[src/rtl/shot_renderer.sv]
`default_nettype none
// +----------------------------------------------------------------------------+
// | Module   : shot_renderer                                                   |
// | Purpose  : Pixel stage behind vga_sync. Runs a once-per-frame projectile   |
// |            model of a basketball shot and paints ball, rim, backboard,     |
// |            floor and sky as a registered 12-bit RGB stream.                |
// | Ports    : clk, reset (async, active-low)                                  |
// |            p_tick, video_on, pixel_x[9:0], pixel_y[9:0]  - from vga_sync   |
// |            shoot, vx_in[3:0], vy_in[5:0]                 - shot control    |
// |            rgb[11:0]  - pixel colour, registered on p_tick                 |
// |            busy       - high whenever the FSM is not idle                  |
// |            scored     - one-clock pulse on entry to the scored state       |
// | Config   : `define BALL_ROUND_EN draws the ball as a disc instead of a      |
// |            square; physics always uses the square box.                     |
// | Revision : 1.0  initial release                                            |
// +----------------------------------------------------------------------------+
module shot_renderer #(
  parameter int X0          = 40,
  parameter int Y0          = 400,
  parameter int BALL_SIZE   = 8,
  parameter int HOOP_X      = 560,
  parameter int HOOP_Y      = 200,
  parameter int HOOP_W      = 32,
  parameter int FLOOR_Y     = 470,
  parameter int HOLD_FRAMES = 60
) (
  input  logic        clk,
  input  logic        reset,
  input  logic        p_tick,
  input  logic        video_on,
  input  logic [9:0]  pixel_x,
  input  logic [9:0]  pixel_y,
  input  logic        shoot,
  input  logic [3:0]  vx_in,
  input  logic [5:0]  vy_in,
  output logic [11:0] rgb,
  output logic        busy,
  output logic        scored
);

  typedef enum logic [1:0] {
    ST_IDLE   = 2'd0,
    ST_FLIGHT = 2'd1,
    ST_SCORED = 2'd2,
    ST_MISS   = 2'd3
  } state_t;

  localparam int HOLD_W = (HOLD_FRAMES < 2) ? 1 : $clog2(HOLD_FRAMES + 1);

  // All geometry is compared in 13-bit signed space so that a ball above
  // the top of the screen (negative y) compares correctly.
  localparam logic signed [12:0] c_ball     = 13'(BALL_SIZE);
  localparam logic signed [12:0] c_hoop_x   = 13'(HOOP_X);
  localparam logic signed [12:0] c_hoop_y   = 13'(HOOP_Y);
  localparam logic signed [12:0] c_hoop_r   = 13'(HOOP_X + HOOP_W);
  localparam logic signed [12:0] c_rim_bot  = 13'(HOOP_Y + 1);
  localparam logic signed [12:0] c_bb_top   = 13'(HOOP_Y - 40);
  localparam logic signed [12:0] c_bb_right = 13'(HOOP_X + HOOP_W + 3);
  localparam logic signed [12:0] c_floor    = 13'(FLOOR_Y);
  localparam logic signed [12:0] c_x_lim    = 13'(640 - BALL_SIZE);
  localparam logic        [9:0]  c_x0       = 10'(X0);
  localparam logic signed [10:0] c_y0       = 11'(Y0);
  localparam logic signed [7:0]  c_vy_min   = 8'shC0;  // -64
  localparam logic [HOLD_W-1:0]  c_hold_last = HOLD_W'(HOLD_FRAMES - 1);

  // ---------------------------------------------------------------- state
  state_t             state, state_n;
  logic               shoot_r, shoot_d;
  logic [9:0]         ball_x, ball_x_n;
  logic signed [10:0] ball_y, ball_y_n;
  logic [3:0]         vx, vx_n;
  logic signed [7:0]  vy, vy_n;
  logic [HOLD_W-1:0]  hold_cnt, hold_cnt_n;
  logic               scored_n;
  logic [11:0]        pix_color;

  // ---------------------------------------------------------------- physics
  logic               w_frame_tick;
  logic               w_launch;
  logic [9:0]         w_x_step;
  logic signed [10:0] w_y_step;
  logic signed [7:0]  w_vy_step;
  logic signed [12:0] w_x_new13, w_y_old13, w_y_new13;
  logic               w_hit, w_out;

  assign w_frame_tick = p_tick && (pixel_y == 10'd480) && (pixel_x == 10'd0);
  assign w_launch     = shoot_r && !shoot_d;

  assign w_x_step  = ball_x + {6'd0, vx};
  assign w_y_step  = ball_y - {{3{vy[7]}}, vy};
  assign w_vy_step = (vy == c_vy_min) ? vy : vy - 8'sd1;

  assign w_x_new13 = $signed({3'b000, w_x_step});
  assign w_y_old13 = {{2{ball_y[10]}}, ball_y};
  assign w_y_new13 = {{2{w_y_step[10]}}, w_y_step};

  // Score: falling, and the ball's bottom edge crossed the rim row this frame
  // while the whole box sits between the rim ends.
  assign w_hit = vy[7]
              && (w_y_old13 + c_ball <= c_hoop_y)
              && (c_hoop_y < w_y_new13 + c_ball)
              && (w_x_new13 >= c_hoop_x)
              && (w_x_new13 + c_ball <= c_hoop_r);

  assign w_out = (w_y_new13 + c_ball >= c_floor) || (w_x_new13 >= c_x_lim);

  assign busy = (state != ST_IDLE);

  // ---------------------------------------------------------------- FSM
  always_ff @(posedge clk or negedge reset) begin
    if (!reset) begin
      state    <= ST_IDLE;
      shoot_r  <= 1'b0;
      shoot_d  <= 1'b0;
      ball_x   <= c_x0;
      ball_y   <= c_y0;
      vx       <= 4'd0;
      vy       <= 8'sd0;
      hold_cnt <= '0;
      scored   <= 1'b0;
      rgb      <= 12'h000;
    end else begin
      state    <= state_n;
      shoot_r  <= shoot;
      shoot_d  <= shoot_r;
      ball_x   <= ball_x_n;
      ball_y   <= ball_y_n;
      vx       <= vx_n;
      vy       <= vy_n;
      hold_cnt <= hold_cnt_n;
      scored   <= scored_n;
      if (p_tick) begin
        rgb <= pix_color;
      end
    end
  end

  always_comb begin
    state_n    = state;
    ball_x_n   = ball_x;
    ball_y_n   = ball_y;
    vx_n       = vx;
    vy_n       = vy;
    hold_cnt_n = hold_cnt;
    scored_n   = 1'b0;
    case (state)
      ST_IDLE: begin
        ball_x_n = c_x0;
        ball_y_n = c_y0;
        if (w_launch) begin
          vx_n    = vx_in;
          vy_n    = {2'b00, vy_in};
          state_n = ST_FLIGHT;
        end
      end
      ST_FLIGHT: begin
        if (w_frame_tick) begin
          ball_x_n = w_x_step;
          ball_y_n = w_y_step;
          vy_n     = w_vy_step;
          if (w_hit) begin
            state_n  = ST_SCORED;
            scored_n = 1'b1;
          end else if (w_out) begin
            state_n = ST_MISS;
          end
        end
      end
      ST_SCORED, ST_MISS: begin
        if (w_frame_tick) begin
          if (hold_cnt == c_hold_last) begin
            hold_cnt_n = '0;
            state_n    = ST_IDLE;
            ball_x_n   = c_x0;
            ball_y_n   = c_y0;
          end else begin
            hold_cnt_n = hold_cnt + HOLD_W'(1);
          end
        end
      end
      default: state_n = ST_IDLE;
    endcase
  end

  // ---------------------------------------------------------------- render
  logic signed [12:0] w_px, w_py, w_bx;
  logic               w_in_box, w_is_ball, w_is_rim, w_is_board, w_is_floor;

  assign w_px = $signed({3'b000, pixel_x});
  assign w_py = $signed({3'b000, pixel_y});
  assign w_bx = $signed({3'b000, ball_x});

  assign w_in_box = (w_px >= w_bx) && (w_px < w_bx + c_ball)
                 && (w_py >= w_y_old13) && (w_py < w_y_old13 + c_ball);

`ifdef BALL_ROUND_EN
  // Disc test in doubled coordinates so the centre lands on an integer.
  // Unsigned modular arithmetic is fine: squares of small two's-complement
  // values come out exact in 26 bits.
  logic signed [12:0] w_dx, w_dy;
  logic [25:0]        w_ex, w_ey, w_dist;

  assign w_dx      = w_px - w_bx;
  assign w_dy      = w_py - w_y_old13;
  assign w_ex      = ({{13{w_dx[12]}}, w_dx} << 1) - 26'(BALL_SIZE - 1);
  assign w_ey      = ({{13{w_dy[12]}}, w_dy} << 1) - 26'(BALL_SIZE - 1);
  assign w_dist    = w_ex * w_ex + w_ey * w_ey;
  assign w_is_ball = w_in_box && (w_dist <= 26'(BALL_SIZE * BALL_SIZE));
`else
  assign w_is_ball = w_in_box;
`endif

  assign w_is_rim   = (w_py >= c_hoop_y) && (w_py <= c_rim_bot)
                   && (w_px >= c_hoop_x) && (w_px < c_hoop_r);
  assign w_is_board = (w_px >= c_hoop_r) && (w_px <= c_bb_right)
                   && (w_py >= c_bb_top) && (w_py <= c_rim_bot);
  assign w_is_floor = (w_py >= c_floor);

  always_comb begin
    pix_color = 12'h000;
    if (!video_on)        pix_color = 12'h000;
    else if (w_is_ball)   pix_color = 12'hF80;
    else if (w_is_rim)    pix_color = 12'hF00;
    else if (w_is_board)  pix_color = 12'hFFF;
    else if (w_is_floor)  pix_color = 12'h842;
    else if (state == ST_SCORED) pix_color = 12'h0F0;
    else                  pix_color = 12'h6AF;
  end

endmodule
`default_nettype wire

[config.mk]
export PLATFORM = sky130hd
export DESIGN_NAME = shot_renderer
export DESIGN_NICKNAME = d
export VERILOG_FILES = /design/src/rtl/shot_renderer.sv
export SDC_FILE = /design/constraint.sdc
export NUM_CORES = 1
export LEC_CHECK = 0
export ABC_CLOCK_PERIOD_IN_PS = 6800
export CAP_MARGIN = 20
export CORE_UTILIZATION = 70
export DETAILED_ROUTE_END_ITERATION = 12
export DONT_BUFFER_PORTS = 1
export PLACE_DENSITY = 0.83
export SYNTH_ARGS = -nofsm -noshare
export SYNTH_HDL_FRONTEND = slang
export SYNTH_SLANG_ARGS = --single-unit
[constraint.sdc]
create_clock -name clk -period 6.8 [get_ports clk]
set_input_delay 0 -clock clk [delete_from_list [all_inputs] [get_ports clk]]
set_output_delay 0 -clock clk [all_outputs]
set_load 0.02 [all_outputs]
==> flow_summary.ini <==
[drt]
first_iter_violations = 411
vias = 4626
wire_per_inst_microns = 18.5
drt-vias-per-instance = 6.79
antenna_left = 0
drc_errors = 0
first_pass_iters = 5
wl_microns = 12600

[placement]
globalplace.congestion = 1.00
port-buffer-count = 0
hpwl_microns = 9550
dpl_cell_area_sq_um = 4940

[synthesis]
synthArstFlopShare_pct = 100
ys_seq_area_share_pct = 27.2
yosys_warnings = 0
syn_avg_cell_area_sq_um = 8.53
synthFlopType = dfrtp_1
synth-seq-cells = 53
ys_types = 79
synth-edff-count = 0
netlist_instances = 575
syn_area_sq_um = 4900
synth_fp_nets = 668

[finish]
areaGrowthSynthToFinish_pct = 6.84
post-route-util_pct = 77.1
final_area_sq_um = 5240
antenna_cells = 0
multi_input_area_sq_um = 3300
register_area_sq_um = 1330
fillCellCount = 509
mostFrequentLayoutCells = ha_1 (56), inv_1 (49), dfrtp_1 (48)
finalNetCount = 677
layout_commonest_cell = ha_1
drive_above_1_share_pct = 6.67

[min_path]
hold_start = pixel_y[9]
hold_path_class = input port to flop

[floorplanning]
die_area_sq_um = 7340
die_h_microns = 85.7
ios = 49
dieWidth_microns = 85.7
initial_utilization_pct = 72.2
rows = 30
core_area_sq_um = 6790

[global_route]
grt_max_degree = 54
antenna_found_initial = 0
grt_pass1_wl_microns = 20700
grt_use_total_pct = 35.5
grt.overflow.total = 0
first_global_vias = 4354

[setup_path]
r2r-start = ball_x[0]
critical_path_class = flop to flop
crit_path_end_kind = flop
critical_path.max_fanout = 7
ff2ff_setup_slack_ns = 2.77
required_ns = 7.01
crit_start = ball_x[0]
cp.arrival_ns = 4.24
startpoint_type = flop

[sta]
fin_crit_sh_pct = 59.2
timing.fmax_mhz = 248
maxSlewHeadroom_pct = 23.9
finalHoldWorstSlack_ns = 0.0163
worst_slew_pin_slew_ns = 1.14
hold_viol = 0
finalCriticalPeriod_ns = 4.03
drv_slew = 0
setup_viol = 0
rsz0062_at_grt = no
setup_tns_ns = 0
clock_skew_ns = 0.00756

[clocking]
cts_setup_buffers = 0
cts_made_buffers = 5
clk_latency_ns = 0.32
clock-sinks = 53
htreeDepth = 2
hold_buffers = 16
cts_buffer_depth = 2
clk_pin_slew_ns = 0.10
cts_resized = 0
cts_tree = yes
cts_root_buffer = clkbuf_8

[power]
finalPower_mw = 0.869
peakVddDrop_uv = 108
p_leak_nw = 2.29
p_per_area_nw_per_um2 = 166

[job]
cap_violations = 0

[run_status]
status = complete, no violations
-- cell type report --
cell class	count	area share, %
Clock buffer	6	1.39
Sequential cell	53	25.4
Tap cell	96	2.29
Timing Repair Buffer	17	3.54
Inverter	49	3.51
Clock inverter	2	0.741
Multi-Input combinational cell	458	63.1
-- worst paths after layout --
check / to / cells past startpoint
min: rgb[11] / 3
max: state[0] / 15
min in group asynchronous: rgb[6] / 2
max in group asynchronous: ball_x[5] / 2
min reg2reg: shoot_d / 0
max reg2reg: state[0] / 15
-- report_power, final --
part           switching [mW]  internal, mW  leakage [nW]  total [mW]
Sequential             0.0246         0.331         0.681       0.355
Clock                   0.114         0.111        0.0554       0.225
Combinational           0.172         0.117          1.56       0.289
Total                   0.310         0.559          2.29       0.869
-- cell families (layout without fill, tap and decap cells) --
family                     Yosys count  in the layout  share of synthesized area [%]
and+or+nand+nor                    196            196                           21.0
AOI/OAI and AO/OA                  170            170                           24.7
buffers and inverters               64             74                           5.41
adders and majority gates           58             58                           15.1
DFF                                 53             53                           27.2
xor gates and xnor gates            29             29                           5.49
muxes                                5              5                           1.12
-- critical path, cell delays in order (launching register included) --
cell and delay, ns:
dfrtp_1 0.41, ha_1 0.24, fa_1 0.43, a211oi_2 0.32, nor2_1 0.13, xnor2_1 0.25
inv_1 0.10, ha_1 0.14, inv_1 0.04, o41ai_1 0.50, nand3_1 0.16, a41oi_1 0.28
o21bai_1 0.14, a221oi_2 0.31, nand2_1 0.10, a221o_1 0.36
-- metal layers --
layer	vias up	GRT usage, %	share of wire [%]
met2	199	61.0	48
met1	2237	46.3	43
li1	2159	-	-
met3	31	4.52	7.3
met4	0	12.4	2.1
met5	-	0	0
-- cell usage after synthesis, types with 9 or more instances --
master / n / area share [%]
inv_1: 49 / 3.8
nor3_1: 17 / 1.7
a21oi_1: 30 / 3.1
nand3_1: 30 / 3.1
a21o_1: 10 / 1.5
nand2b_1: 10 / 1.3
nor2b_1: 9 / 1.1
o22ai_1: 12 / 1.5
nand2_1: 42 / 3.2
dfrtp_1: 48 / 25
o21ai_0: 33 / 3.4
xnor2_1: 22 / 3.9
ha_1: 56 / 14
nor2_1: 38 / 2.9
-- sequential cells by signal, indices dropped and copies added, names as in the netlist --
| name | flops |
|---|---|
| ball_y | 11 |
| ball_x | 10 |
| rgb | 9 |
| vy | 8 |
| hold_cnt | 6 |
| vx | 4 |
| state | 2 |
| scored | 1 |
| shoot_d | 1 |
| shoot_r | 1 |
-- metrics by stage --
step	setup WS (ns)	instances
6_report	2.77	681
5_1_grt	2.44	681
4_1_cts	2.84	680
3_5_place_dp	2.91	656
3_3_place_gp	3.09	656
2_1_floorplan	3.26	575
Note: power is estimated with default switching activity, not from simulation.
